[config.mk]
export PLATFORM = sky130hd
export DESIGN_NAME = led_backward
export DESIGN_NICKNAME = d
export VERILOG_FILES = /design/src/rtl/led_sweep_pkg.sv /design/src/rtl/led_tick_div.sv /design/src/rtl/led_backward.sv
export SDC_FILE = /design/constraint.sdc
export NUM_CORES = 1
export LEC_CHECK = 0
export ABC_AREA = 1
export CAP_MARGIN = 20
export CORE_AREA = 2 2 39 41
export CTS_CLUSTER_DIAMETER = 30
export DETAILED_ROUTE_END_ITERATION = 8
export DIE_AREA = 0 0 41 43
export DONT_BUFFER_PORTS = 1
export PLACE_DENSITY_LB_ADDON = 0.2
export SETUP_SLACK_MARGIN = 0.2
export SKIP_LAST_GASP = 1
export SLEW_MARGIN = 30
export SYNTH_ARGS = -nofsm -noshare
export SYNTH_HDL_FRONTEND = slang
export SYNTH_HIERARCHICAL = 1
export SYNTH_SLANG_ARGS = --single-unit
[constraint.sdc]
create_clock -name clk -period 1.84 [get_ports clk]
set_input_delay 0.276 -clock clk [delete_from_list [all_inputs] [get_ports clk]]
set_output_delay 0.276 -clock clk [all_outputs]
set_load 0.02 [all_outputs]
[src/rtl/led_sweep_pkg.sv]
`default_nettype none
// +----------------------------------------------------------------------+
// | led_sweep_pkg                                                        |
// | Shared state encodings and helpers for the LED sweepers.             |
// | Rev 1.0                                                              |
// +----------------------------------------------------------------------+
package led_sweep_pkg;

    typedef enum logic [1:0] {
        IDLE = 2'd0,
        RUN  = 2'd1,
        DONE = 2'd2
    } sweep_state_t;

    // Ceiling log2; used for elaboration-time widths only.
    function automatic int clog2(input int n);
        int r;
        r = 0;
        while ((1 << r) < n) r++;
        return r;
    endfunction

endpackage

`default_nettype wire

[src/rtl/led_tick_div.sv]
`default_nettype none
// +----------------------------------------------------------------------+
// | led_tick_div                                                         |
// | Rate divider: pulses tick once every TICK_DIV cycles while run.      |
// | Rev 1.0                                                              |
// +----------------------------------------------------------------------+
module led_tick_div
    import led_sweep_pkg::*;
#(
    parameter int TICK_DIV = 1
) (
    input  logic clk,
    input  logic rst,
    input  logic clr,
    input  logic run,
    output logic tick
);

    localparam int CW = (TICK_DIV > 1) ? clog2(TICK_DIV) : 1;
    localparam logic [CW-1:0] c_LAST = CW'(TICK_DIV - 1);

    logic [CW-1:0] r_cnt;

    assign tick = run && !clr && (r_cnt == c_LAST);

    always_ff @(posedge clk or posedge rst) begin
        if (rst) begin
            r_cnt <= '0;
        end else if (clr) begin
            r_cnt <= '0;
        end else if (run) begin
            if (r_cnt == c_LAST) r_cnt <= '0;
            else                 r_cnt <= r_cnt + 1'b1;
        end
    end

endmodule

`default_nettype wire

[src/rtl/led_backward.sv]
`default_nettype none
// +----------------------------------------------------------------------+
// | led_backward                                                         |
// | Lights one LED, stepping from MSB down to LED0, then holds done.     |
// | Rev 1.0                                                              |
// +----------------------------------------------------------------------+
module led_backward
    import led_sweep_pkg::*;
#(
    parameter int WIDTH    = 4,
    parameter int STEP     = 1,
    parameter int TICK_DIV = 1
) (
    input  logic                    clk,
    input  logic                    rst,
    input  logic                    en,
    output logic [WIDTH-1:0]        leds,
    output logic [clog2(WIDTH)-1:0] pos,
    output logic                    done,
    output logic                    busy
);

    localparam int PW = clog2(WIDTH);
    localparam logic [PW-1:0]    c_POS_MSB  = PW'(WIDTH - 1);
    localparam logic [PW-1:0]    c_STEP     = PW'(STEP);
    localparam logic [WIDTH-1:0] c_LEDS_MSB = {1'b1, {(WIDTH-1){1'b0}}};

    sweep_state_t     r_state;
    logic [PW-1:0]    r_pos;
    logic [WIDTH-1:0] r_leds;
    logic             r_done;
    logic             r_busy;

    logic             w_tick;
    logic             w_clr;
    logic [PW-1:0]    w_pos_next;
    logic [WIDTH-1:0] w_leds_next;

    // Divider only runs while sweeping; an abort clears it with the FSM.
    assign w_clr = !en || (r_state != RUN);

    led_tick_div #(
        .TICK_DIV (TICK_DIV)
    ) u_tick_div (
        .clk  (clk),
        .rst  (rst),
        .clr  (w_clr),
        .run  (r_state == RUN),
        .tick (w_tick)
    );

    // Compare before subtracting so the position saturates at LED0.
    assign w_pos_next  = (r_pos <= c_STEP) ? '0 : (r_pos - c_STEP);
    assign w_leds_next = WIDTH'(1) << w_pos_next;

    always_ff @(posedge clk or posedge rst) begin
        if (rst) begin
            r_state <= IDLE;
            r_pos   <= c_POS_MSB;
            r_leds  <= c_LEDS_MSB;
            r_done  <= 1'b0;
            r_busy  <= 1'b0;
        end else if (!en) begin
            r_state <= IDLE;
            r_pos   <= c_POS_MSB;
            r_leds  <= c_LEDS_MSB;
            r_done  <= 1'b0;
            r_busy  <= 1'b0;
        end else begin
            case (r_state)
                IDLE: begin
                    r_state <= RUN;
                    r_busy  <= 1'b1;
                end
                RUN: begin
                    if (w_tick) begin
                        r_pos  <= w_pos_next;
                        r_leds <= w_leds_next;
                        if (w_pos_next == '0) begin
                            r_state <= DONE;
                            r_done  <= 1'b1;
                            r_busy  <= 1'b0;
                        end
                    end
                end
                DONE: begin
                    r_state <= DONE;
                end
                default: begin
                    r_state <= IDLE;
                    r_pos   <= c_POS_MSB;
                    r_leds  <= c_LEDS_MSB;
                    r_done  <= 1'b0;
                    r_busy  <= 1'b0;
                end
            endcase
        end
    end

    assign leds = r_leds;
    assign pos  = r_pos;
    assign done = r_done;
    assign busy = r_busy;

endmodule

`default_nettype wire

### Word-level counts from Yosys, hierarchy flattened

Index checks and enable logic that the tools add are counted.

* reduce and logical (&&, ||, !) cells: 13
* bitwise operators: 1
* eq/ne operators: 7
* muxes and demuxes: 22
* $add $sub $neg: 2
* shift operators: 1
* $lt $le $gt $ge: 1

Operators with widths (count)
* 2-to-1 mux 2 bit: 6
* 2-to-1 mux 1 bit: 9
* 2-to-1 mux 4 bit: 2
* one-hot mux 4 bit (2 select lines): 1
* != test 3 bit, second input constant: 2
* one-hot mux 2 bit (3 select lines): 1
* AND reduction 3 bit: 2
* logical NOT 2 bit: 2
* != test 2 bit, second input constant: 2
* one-hot mux 2 bit (2 select lines): 1
* AND reduction 2 bit: 2
* left shift 1 x 2 -> 4 bit, first input constant: 1
* one-hot mux 1 bit (3 select lines): 1
* == test 2 x 1 -> 1 bit, second input constant: 1
* == test 2 bit, second input constant: 1
* <= comparator 2 x 1 -> 1 bit, second input constant: 1
* logical AND 1 bit: 2
* logical NOT 1 bit: 2
* != test 2 x 1 -> 1 bit, second input constant: 1
* one-hot mux 1 bit (2 select lines): 1
* nonzero test 2 bit: 1
* OR reduction 2 bit: 1
* subtractor 2 x 1 -> 2 bit, second input constant: 1
* adder 1 bit, second input constant: 1
* other kinds (2): 2

* bits of input ports: 3
* bits in registers: 11
* output and inout bits: 8
* word-level logic and storage cells: 53

### Longest topological paths before layout

* depth in word-level cells: 8
* gate-level depth with buffers: 9
* depth with buffers taken out: 9

### Cells and area by module

The synthesis kept the hierarchy.

Modules (own cells, without submodules)
* led_backward: seq. area each 254.0 um^2, cells an instance 65, instances 1, area each 534.3 um^2
* led_tick_div: seq. area each 0.0 um^2, cells an instance 2, instances 1, area each 10.0 um^2

### Least setup slack after synthesis

OpenSTA, ideal clock, no wires.

* kind: register to register
* start: reg r_state[1]
* end: reg r_busy (netlist: busy)
* buffers on the path: 0
* period minus slack after synthesis: 1.449 ns
* library setup time: 0.117 ns
* data arrival time: 1.332 ns
* required time: 1.723 ns
* cell stages (with the launch flop): 10
* path slack: 0.391 ns
* cells stage by stage: dfrtp_1 inv_1 ha_1 nand2_4 nor2_2 nand2_1 nand2_4 nand2_2 nand2_1 nand2_1

* word-level cells in the longest chain between the ends: 7
* elaborated cells on any way between the ends: 14
* those cells by class: 6 x eq/ne; 2 x mux; 6 x reduce/logical

RTL lines
* start: declaration: line led_backward.sv:28 `sweep_state_t r_state;`
* start signal: assignment: line led_backward.sv:58 `r_state <= IDLE;`
* start signal: assignment: line led_backward.sv:64 `r_state <= IDLE;`
* start signal: assignment: line led_backward.sv:72 `r_state <= RUN;`
* != test 2 x 1 -> 1 bit: line led_backward.sv:40 `assign w_clr = !en || (r_state != RUN);`
* logical OR 1 bit: line led_backward.sv:40
* net w_clr: line led_backward.sv:35 `logic w_clr;`
* logical NOT 1 bit: line led_tick_div.sv:24 `assign tick = run && !clr && (r_cnt == c_LAST);`
* logical AND 1 bit (2 in a row): line led_tick_div.sv:24
* net w_tick: line led_backward.sv:34 `logic w_tick;`
* != test 3 bit (no line)
* AND reduction 3 bit (no line)
* end signal: assignment: line led_backward.sv:62 `r_busy <= 1'b0;`
* end signal: assignment: line led_backward.sv:68 `r_busy <= 1'b0;`
* end signal: assignment: line led_backward.sv:73 `r_busy <= 1'b1;`
* end: declaration: line led_backward.sv:32 `logic r_busy;`

The timed path passes the listed nets, and every way through them passes these cells.
A chain may end at the register's enable or synchronous reset.

### Worst setup path in the final report

Ends and elaborated chain as after synthesis.

==> results.yml <==
run_status:
  status: "finished, final reports clean"
power_and_ir_drop:
  leakage_nw: 0.3415
  p_switching_w: 0.0003787
  power_frac_comb_pct: 32.5
  clockPowerShare_pct: 23.1
  p_seq_share_pct: 44.4
  power.internal_w: 0.0005142
  pwr_density_cell_mw_per_mm2: 1445
  switching_share_pct: 42.42
  irDropWorstVdd_mv: 0.5931
clock_tree:
  h-tree-depth: 1
  cts_setup_buffers: 0
  clkLatencyLatePin_ns: 0.27
  cts_tree: "built"
  cts-root-buf: "clkbuf_4"
  numCtsBuffers: 3
  cts.sinks: 10
  path_clk_slew_ns: 0.07
  clockBufferDepth: 2
yosys:
  netlist_instances: 67
  ys_seq_area_share_pct: 46.67
  ys_ff_latch: 10
  syn_area_per_cell_um2: 8.123
  yosysUniqueCellTypes: 14
  synth_nets: 73
  synth_area_um2: 544.3
  ys_warn_count: 6
layout:
  drive_gt1_share_pct: 23.61
  syn_to_final_growth_pct: 13.56
  nets: 79
  multi_input_area_um2: 267.8
  n_antenna_cell: 0
  fillCellCount: 141
  regArea_um2: 254.0
  final_util_pct: 44.67
global_routing:
  grt-ovfl-total: 0
  grt_pass1_wl_mm: 1.745
  grt_max_degree: 11
  antenna_found_initial: 0
  grt_util_all_layers_pct: 14.91
  grt_pass1_vias: 429
sta:
  hold_viol_final: 0
  fin_crit_ns: 1.472
  fmax_mhz: 679.4
  fin_crit_sh_pct: 79.99
  worst_pin_slew_ns: 0.3943
  relSlewSlack_pct: 73.68
  fin_setup_tns_ns: 0
  rsz0062_at_grt: "false"
  slew_viol_final: 0
  setup_viol: 0
  skew_ns: 0.001837
place:
  post-dp-hpwl_um: 715.8
  gp_congestion: 0.7510
  io_buffers: 0
floorplanning:
  dieArea_mm2: 0.001763
  start_util_pct: 39.33
  core-area_mm2: 0.001384
  die_y_um: 43
  io_pins: 11
  row_count: 14
  fp.dieW_um: 41
routing:
  first_iter_violations: 2
  dr.pass1.iters: 4
  routed_wl_mm: 1.008
  drc_errors: 0
  via_count: 428
  routedWlPerCell_um: 11.45
  via_per_inst: 4.864
  ant_nets: 0
setup_path:
  critPathMaxFanout: 5
  cp-start-kind: "register"
  arrival_ns: 1.64
  cp-end-kind: "register"
  crit_type: "reg2reg"
  worstPathRequired_ns: 2.01
  timing.rr.start: "r_state[1]"
  startpoint: "r_state[1]"
job:
  cap_violations: 0
min_path:
  hp-start: "en"
  hp-class: "in2reg"
## cell families (layout without fill, tap and decap cells)
logic type	count (synthesis)	in the layout	synth area share (%)
AOI/OAI and AO/OA	2	2	3.908
adders and majority gates	3	3	6.897
buffers and inverters	8	13	5.517
DFF	10	10	46.67
and+or+nand+nor	44	44	37.01
## sequential cells by signal, summed over array words and instances, names as in the netlist
name	flops
busy	1
done	1
leds	4
r_state	2
pos	2
## power by group through the flow
stage	Clock [W]	Sequential (W)	Combinational, W
after floorplan	0	0.000389	0.000235
after global placement	0	0.000403	0.000276
after detailed placement	0	0.000401	0.000280
after CTS	0.000208	0.000398	0.000284
after global routing	0.000220	0.000412	0.000338
final	0.000206	0.000397	0.000290
## path summary, 6_finish.rpt
| kind | cells after the start | slack [ns] | to |
|---|---|---|---|
| max in group asynchronous | 2 | 1.10 | pos[1] |
| min in group asynchronous | 2 | 0.43 | done |
| max | 9 | 0.37 | busy |
| min reg2reg | 2 | 0.52 | leds[3] |
| min | 2 | 0.16 | r_state[1] |
| max reg2reg | 9 | 0.37 | busy |
## synthesized netlist by cell type (all sizes together)
cell type | n | area (um2)
nand4 | 1 | 6.260
nor2 | 3 | 13.77
dfstp | 3 | 78.83
o21ai | 2 | 21.27
dfrtp | 7 | 175.2
ha | 3 | 37.54
nand2 | 35 | 156.4
inv | 8 | 30.03
nand3 | 5 | 25.02
## per-layer routing
layer | track usage [%] | routed length (um) | vias to the layer above
met2 | 19.69 | 435 | 11
met4 | 12.00 | 23 | 0
met1 | 19.27 | 516 | 194
met3 | 4.188 | 33 | 5
li1 | - | - | 218
met5 | 0 | 0 | -
## critical path, stage by stage (launching register included)
cell and delay (ns):
dfrtp_1 0.40, inv_1 0.09, ha_2 0.23, nand2_4 0.10, nor2_4 0.18, nand2_1 0.13
nand2_4 0.11, nand2_2 0.04, nand2_1 0.05, nand2_1 0.05
## cell usage in the layout, fill, tap and decap left out, types with 2 or more instances in the layout
master	n
nand3_1	5
dfstp_2	3
nand2_1	29
clkbuf_4	3
nand2_4	2
nand2_2	4
inv_1	7
dfrtp_1	7
ha_1	2
nor2_1	2
## through the flow
stage | hold slack (ns) | setup WS (ns) | std cells | area [um2] | power [W]
global placement | 0.1751 | 0.2929 | 83 | 564.3 | 0.0006782
floorplan | 0.1140 | 0.3911 | 67 | 544.3 | 0.0006237
CTS | 0.1541 | 0.2189 | 88 | 610.6 | 0.0008900
finish | 0.1575 | 0.3681 | 88 | 618.1 | 0.0008929
detailed placement | 0.1765 | 0.2535 | 83 | 564.3 | 0.0006805
global route | 0.1562 | 0.2285 | 88 | 618.1 | 0.0009698
## cell type report
type,count,share of cell area [%]
multi-input combinational,49,43.32
sequential,10,41.09
clock buffer,4,5.870
inverter,8,4.858
tap,16,3.239
timing repair buffer,1,1.619
## timing repair
item	CTS	global route
endpoints found under the setup margin	0	3
resized for setup	0	2
hold endpoints to repair	7	0
hold buffers	1	0
Note: power is estimated with default switching activity, not from simulation.
